===== config.mk =====
export PLATFORM = sky130hd
export DESIGN_NAME = chrom_serial_evaluator
export DESIGN_NICKNAME = d
export VERILOG_FILES = /design/src/rtl/cgp_pkg.sv /design/src/rtl/chrom_slicer.sv /design/src/rtl/newGenetico.sv /design/src/rtl/chrom_serial_evaluator.sv
export SDC_FILE = /design/constraint.sdc
export NUM_CORES = 1
export LEC_CHECK = 0
export CORE_ASPECT_RATIO = 1.2
export CORE_UTILIZATION = 45
export DETAILED_ROUTE_END_ITERATION = 16
export GPL_ROUTABILITY_DRIVEN = 0
export GPL_TIMING_DRIVEN = 0
export PLACE_DENSITY = 0.64
export SYNTH_ARGS = -nofsm -noshare
export SYNTH_HDL_FRONTEND = slang
export SYNTH_HIERARCHICAL = 1
export SYNTH_SLANG_ARGS = --single-unit

===== constraint.sdc =====
create_clock -name clk -period 10.51 [get_ports clk]
set_input_delay 2.102 -clock clk [delete_from_list [all_inputs] [get_ports clk]]
set_output_delay 2.102 -clock clk [all_outputs]
set_load 0.02 [all_outputs]

===== src/rtl/cgp_pkg.sv =====
// Shared sizing, state encoding and scoring helper for the serial chromosome evaluator.
package cgp_pkg;

  localparam int ROW        = 2;
  localparam int COL        = 2;
  localparam int IN         = 2;
  localparam int OUT        = 1;
  localparam int GENE_W     = 16;
  localparam int LOAD_W     = 8;

  localparam int NCELL      = ROW * COL;
  localparam int CELL_SEL_W = $clog2(NCELL);
  localparam int CHROM_W    = NCELL * GENE_W + CELL_SEL_W * OUT;
  localparam int NWORDS     = (CHROM_W + LOAD_W - 1) / LOAD_W;
  localparam int NVEC       = 2 ** IN;
  localparam int TT_W       = OUT * NVEC;
  localparam int FIT_W      = $clog2(TT_W + 1);
  localparam int WCNT_W     = (NWORDS > 1) ? $clog2(NWORDS) : 1;
  localparam int SH_W       = $clog2(NWORDS * LOAD_W);

  typedef enum logic [1:0] {
    IDLE = 2'd0,
    LOAD = 2'd1,
    EVAL = 2'd2,
    DONE = 2'd3
  } eval_state_t;

  // Number of output bits that agree with the expected bits for one vector.
  function automatic logic [FIT_W-1:0] match_count(input logic [OUT-1:0] a,
                                                   input logic [OUT-1:0] b);
    logic [FIT_W-1:0] c;
    c = '0;
    for (int k = 0; k < OUT; k++) begin
      c = c + FIT_W'(a[k] ~^ b[k]);
    end
    return c;
  endfunction

endpackage


===== src/rtl/chrom_slicer.sv =====
// Splits the held chromosome into per-cell descriptors and the output-select field.
module chrom_slicer
  import cgp_pkg::*;
(
  input  logic [CHROM_W-1:0]          i_chrom,
  output logic [NCELL*GENE_W-1:0]     o_genes,
  output logic [CELL_SEL_W*OUT-1:0]   o_osel
);

  for (genvar gi = 0; gi < ROW; gi++) begin : g_row
    for (genvar gj = 0; gj < COL; gj++) begin : g_col
      assign o_genes[GENE_W*(COL*gi+gj) +: GENE_W] = i_chrom[GENE_W*(COL*gi+gj) +: GENE_W];
    end
  end

  assign o_osel = i_chrom[CHROM_W-1:NCELL*GENE_W];

endmodule


===== src/rtl/newGenetico.sv =====
// Combinational genetic array. Each cell descriptor:
//   [3:0] source select A, [7:4] source select B (taken modulo the source count),
//   [11:8] 2-input LUT indexed by {B,A}, [GENE_W-1:12] parity of these bits inverts the cell.
// Column 0 cells read the primary inputs; column j cells read the outputs of column j-1.
// Each circuit output picks one cell by its flat index COL*i+j.
module newGenetico #(
  parameter int ROW        = 2,
  parameter int COL        = 2,
  parameter int IN         = 2,
  parameter int OUT        = 1,
  parameter int GENE_W     = 16,
  parameter int CELL_SEL_W = $clog2(ROW * COL)
) (
  input  logic [IN-1:0]              i_in,
  input  logic [ROW*COL*GENE_W-1:0]  i_genes,
  input  logic [CELL_SEL_W*OUT-1:0]  i_osel,
  output logic [OUT-1:0]             o_out
);

  localparam int NCELL = ROW * COL;

  logic [NCELL-1:0] w_cell;

  for (genvar gi = 0; gi < ROW; gi++) begin : g_row
    for (genvar gj = 0; gj < COL; gj++) begin : g_col
      localparam int NSRC  = (gj == 0) ? IN : ROW;
      localparam int SRC_W = (NSRC > 1) ? $clog2(NSRC) : 1;

      logic [GENE_W-1:0] w_gene;
      logic [NSRC-1:0]   w_src;
      logic [SRC_W-1:0]  w_ia;
      logic [SRC_W-1:0]  w_ib;
      logic [3:0]        w_lut;
      logic              w_out;

      assign w_gene = i_genes[GENE_W*(COL*gi+gj) +: GENE_W];

      if (gj == 0) begin : g_pi
        assign w_src = i_in;
      end else begin : g_prev
        for (genvar gr = 0; gr < ROW; gr++) begin : g_src
          assign w_src[gr] = g_row[gr].g_col[gj-1].w_out;
        end
      end

      assign w_ia  = SRC_W'(int'(w_gene[3:0]) % NSRC);
      assign w_ib  = SRC_W'(int'(w_gene[7:4]) % NSRC);
      assign w_lut = w_gene[11:8];
      assign w_out = w_lut[{w_src[w_ib], w_src[w_ia]}] ^ (^w_gene[GENE_W-1:12]);

      assign w_cell[COL*gi+gj] = w_out;
    end
  end

  for (genvar go = 0; go < OUT; go++) begin : g_out
    logic [CELL_SEL_W-1:0] w_sel;
    assign w_sel     = i_osel[CELL_SEL_W*go +: CELL_SEL_W];
    assign o_out[go] = (int'(w_sel) < NCELL) ? w_cell[w_sel] : 1'b0;
  end

endmodule


===== src/rtl/chrom_serial_evaluator.sv =====
// Serial chromosome loader + exhaustive truth-table fitness evaluator.
// Words arrive LSB-first; after the last word the array is swept over every
// input vector (one per cycle) and the matching-bit count is offered on a
// valid/ready result port.
module chrom_serial_evaluator
  import cgp_pkg::*;
(
  input  logic              clk,
  input  logic              rst,
  input  logic              abort,
  input  logic [LOAD_W-1:0] s_data,
  input  logic              s_valid,
  output logic              s_ready,
  input  logic [TT_W-1:0]   target_tt,
  output logic [FIT_W-1:0]  fitness,
  output logic              perfect,
  output logic              fit_valid,
  input  logic              fit_ready,
  output logic              busy
);

  eval_state_t r_state;
  eval_state_t w_state_nx;

  logic [CHROM_W-1:0] r_chrom;
  logic [WCNT_W-1:0]  r_wcnt;
  logic [IN-1:0]      r_vec;
  logic [FIT_W-1:0]   r_acc;
  logic [FIT_W-1:0]   r_fitness;
  logic               r_perfect;
  logic [TT_W-1:0]    r_target;

  logic               w_s_ready;
  logic               w_busy;
  logic               w_fit_valid;
  logic               w_accept;
  logic               w_last_word;
  logic               w_vec_last;
  logic [SH_W-1:0]    w_shamt;
  logic [CHROM_W-1:0] w_word_bits;
  logic [CHROM_W-1:0] w_word_mask;
  logic [CHROM_W-1:0] w_chrom_nx;
  logic [NCELL*GENE_W-1:0]   w_genes;
  logic [CELL_SEL_W*OUT-1:0] w_osel;
  logic [OUT-1:0]     w_out;
  logic [OUT-1:0]     w_tgt;
  logic [FIT_W-1:0]   w_acc_nx;

  assign w_accept    = s_valid && w_s_ready;
  assign w_last_word = (r_wcnt == WCNT_W'(NWORDS - 1));
  assign w_vec_last  = (r_vec == IN'(NVEC - 1));

  // Bits of a word that land above CHROM_W-1 are shifted out and never stored.
  assign w_shamt     = SH_W'(r_wcnt) * SH_W'(LOAD_W);
  assign w_word_bits = CHROM_W'(s_data) << w_shamt;
  assign w_word_mask = {{(CHROM_W-LOAD_W){1'b0}}, {LOAD_W{1'b1}}} << w_shamt;
  assign w_chrom_nx  = (r_chrom & ~w_word_mask) | (w_word_bits & w_word_mask);

  assign w_tgt    = r_target[int'(r_vec)*OUT +: OUT];
  assign w_acc_nx = r_acc + match_count(w_out, w_tgt);

  chrom_slicer u_slicer (
    .i_chrom (r_chrom),
    .o_genes (w_genes),
    .o_osel  (w_osel)
  );

  newGenetico #(
    .ROW        (ROW),
    .COL        (COL),
    .IN         (IN),
    .OUT        (OUT),
    .GENE_W     (GENE_W),
    .CELL_SEL_W (CELL_SEL_W)
  ) u_array (
    .i_in    (r_vec),
    .i_genes (w_genes),
    .i_osel  (w_osel),
    .o_out   (w_out)
  );

  // State register.
  always_ff @(posedge clk or posedge rst) begin
    if (rst) begin
      r_state <= IDLE;
    end else begin
      r_state <= w_state_nx;
    end
  end

  // Next-state selection and state-decoded handshake/status outputs.
  always_comb begin
    w_state_nx  = r_state;
    w_s_ready   = 1'b0;
    w_busy      = 1'b0;
    w_fit_valid = 1'b0;
    case (r_state)
      IDLE: begin
        w_s_ready = 1'b1;
        if (s_valid) begin
          w_state_nx = w_last_word ? EVAL : LOAD;
        end else begin
          w_state_nx = IDLE;
        end
      end
      LOAD: begin
        w_s_ready = 1'b1;
        w_busy    = 1'b1;
        if (s_valid && w_last_word) begin
          w_state_nx = EVAL;
        end else begin
          w_state_nx = LOAD;
        end
      end
      EVAL: begin
        w_busy = 1'b1;
        if (w_vec_last) begin
          w_state_nx = DONE;
        end else begin
          w_state_nx = EVAL;
        end
      end
      DONE: begin
        w_fit_valid = 1'b1;
        if (fit_ready) begin
          w_state_nx = IDLE;
        end else begin
          w_state_nx = DONE;
        end
      end
      default: begin
        w_state_nx = IDLE;
      end
    endcase
    if (abort) begin
      w_state_nx = IDLE;
    end else begin
      w_state_nx = w_state_nx;
    end
  end

  // Chromosome capture, vector sweep, accumulation and result registers.
  always_ff @(posedge clk or posedge rst) begin
    if (rst) begin
      r_chrom   <= '0;
      r_wcnt    <= '0;
      r_vec     <= '0;
      r_acc     <= '0;
      r_fitness <= '0;
      r_perfect <= 1'b0;
      r_target  <= '0;
    end else if (abort) begin
      r_chrom   <= '0;
      r_wcnt    <= '0;
      r_vec     <= '0;
      r_acc     <= '0;
      r_fitness <= '0;
      r_perfect <= 1'b0;
      r_target  <= '0;
    end else begin
      case (r_state)
        IDLE, LOAD: begin
          if (w_accept) begin
            r_chrom <= w_chrom_nx;
            if (w_last_word) begin
              r_wcnt   <= '0;
              r_target <= target_tt;
              r_acc    <= '0;
              r_vec    <= '0;
            end else begin
              r_wcnt <= r_wcnt + WCNT_W'(1);
            end
          end
        end
        EVAL: begin
          r_acc <= w_acc_nx;
          r_vec <= r_vec + IN'(1);
          if (w_vec_last) begin
            r_fitness <= w_acc_nx;
            r_perfect <= (w_acc_nx == FIT_W'(TT_W));
          end
        end
        default: begin
        end
      endcase
    end
  end

  assign s_ready   = w_s_ready;
  assign busy      = w_busy;
  assign fit_valid = w_fit_valid;
  assign fitness   = r_fitness;
  assign perfect   = r_perfect;

endmodule

==> metrics.yaml <==
outcome:
  status: "finished, final reports clean"
drt:
  drc: 0
  vias_per_cell: 5.446
  met1_length_um: 4049
  dr.pass1.iters: 4
  num_vias: 3175
  met2_length_um: 4805
  routed.top_layer: "met4"
  wire_per_inst_um: 16.11
  met3_length_um: 383
  drt_iter0_drc: 181
  wirelength_um: 9390
  drtAntennaViolNets: 0
pwr:
  p_leak_nw: 1.962
  p_total_w: 0.0004860
  cellPowerDensity_mw_per_mm2: 104.9
  ir_drop_uv: 83.26
grt:
  grt_overflow_total: 0
  grt_max_degree: 34
  grt_pass1_wl_um: 15790
  grt_pass1_vias: 3179
  antenna_found_initial: 0
  track_usage: 0.2243
clocking:
  cts_resized: 0
  post_cts.repair.setup_buffers: 0
  cts_root_buf: "clkbuf_8"
  clk_latency_ns: 0.35
  cts_made_buffers: 9
  clkSinkCount: 61
  cts_hold_buffers: 0
  htree_levels: 3
  cts_tree: "yes"
  clk_pin_slew_worst_paths_ns: 0.07
  clk_path_buf_depth: 2
sta:
  min_period_ns: 4.384
  final.setup.tns_ns: 0
  finalCritPeriodShare: 0.4171
  tightestPinTransition_ns: 0.6277
  skew_ns: 0.008926
  whs_ns: 0.4993
  final-max-slew-violation-count: 0
  grt_setup_unrepaired: "false"
  fmax_ghz: 0.2281
  hold_viol: 0
  slew_headroom: 0.5757
  finalSetupViolCount: 0
yosys:
  netlist_area_sq_mm: 0.004078
  yosys_warnings: 6
  syn-num-nets: 458
  syn_avg_cell_area_sq_um: 9.550
  syn_inst: 427
worst_setup_path:
  critPathMaxFanout: 8
  cp.required_ns: 10.78
  worst_r2r_startpoint: "r_vec[1]"
  startpoint_type: "flop"
  cp-startpoint: "r_vec[1]"
  end_kind: "flop"
  critical_path_class: "reg -> reg"
  worstPathArrival_ns: 4.65
floorplan:
  die_height_um: 106.3
  start_util: 0.4685
  die-area_sq_mm: 0.009447
  rows: 37
  num_io_pins: 24
  floorplan.core_area_sq_mm: 0.008703
  dieWidth_um: 88.90
placement:
  port_buffers: 23
  dpl.hpwl_um: 7194
flow_run:
  drv_cap: 0
min_path:
  hold_path.class: "reg -> reg"
  hold_start: "r_chrom[64]"
cells_and_area:
  nFillCells: 838
  drive_above_1_share: 0.1974
  area_growth_pct: 13.62
  layout.nets: 493
  antenna_cells: 0
[placed cells by master (no fill, tap or decap), types with 9 or more instances in the layout]
cell	count
clkdlybuf4s50_1	23
a21oi_1	16
buf_4	44
xnor2_1	12
dfrtp_1	61
nor2_1	15
clkbuf_8	10
o32ai_1	20
o21ai_0	9
clkbuf_1	10
ha_1	14
nand2_1	45
a22o_1	10
inv_1	36
mux2i_1	12
[state kept, by name, summed over array words and instances (netlist names)]
signal and flops:
r_chrom 42, r_target 4, r_wcnt 4, fitness 3, r_acc 3, r_state 2
r_vec 2, perfect 1
[per-stage QoR]
step	util	area [sq um]	std cells	setup WS [ns]
final	0.5323	4633	583	6.126
after global routing	0.5323	4633	583	5.833
after CTS	0.5323	4633	583	6.081
after detailed placement	0.5141	4474	568	6.111
after global placement	0.5118	4454	567	5.763
after floorplan	-	4078	427	6.746
[worst max-delay path, stage by stage (launching register included)]
cell and delay [ns]:
dfrtp_1 0.44, buf_6 0.17, nor2b_4 0.14, a221o_1 0.37, a32oi_2 0.18, a21oi_1 0.17, nor2_1 0.35, nor2_1 0.08
or4_4 0.49, a21oi_2 0.20, xnor2_1 0.08, a311o_1 0.42, xnor2_1 0.22, ha_1 0.17, inv_1 0.05, ha_1 0.21
xor2_1 0.24, o311ai_0 0.17, o2bb2ai_1 0.17
[final cells by class]
cell class / count / area [sq um] / share of cell area
multi-input combinational: 265 / 1962 / 0.4234
tap: 117 / 146.4 / 0.03160
clock buffer: 13 / 148.9 / 0.03214
inverter: 37 / 138.9 / 0.02998
clock inverter: 2 / 10.01 / 0.002160
buffer: 64 / 450.4 / 0.09722
sequential: 61 / 1526 / 0.3295
timing repair buffer: 24 / 250.2 / 0.05401
[worst paths after layout]
kind / endpoint / slack (ns) / cells past startpoint
min reg2reg: r_chrom[64] / 0.50 / 1
min: r_chrom[64] / 0.50 / 1
max in group asynchronous: r_chrom[41] / 7.75 / 3
max: r_acc[2] / 6.13 / 18
max reg2reg: r_acc[2] / 6.13 / 18
min in group asynchronous: r_chrom[31] / 2.15 / 2
[power by group]
part	total, W	internal, W	switching (W)
clock	0.000179	0.0000901	0.0000889
combinational	0.0000672	0.0000267	0.0000404
sequential	0.000240	0.000238	0.00000230
total	0.000486	0.000354	0.000132
[metal layers]
metal / track usage / vias to the layer above
met3: 0.03183 / 10
met1: 0.2819 / 1553
met5: 0 / -
met4: 0.1221 / 0
met2: 0.3665 / 54
li1: - / 1558
Note: power is estimated with default switching activity, not from simulation.
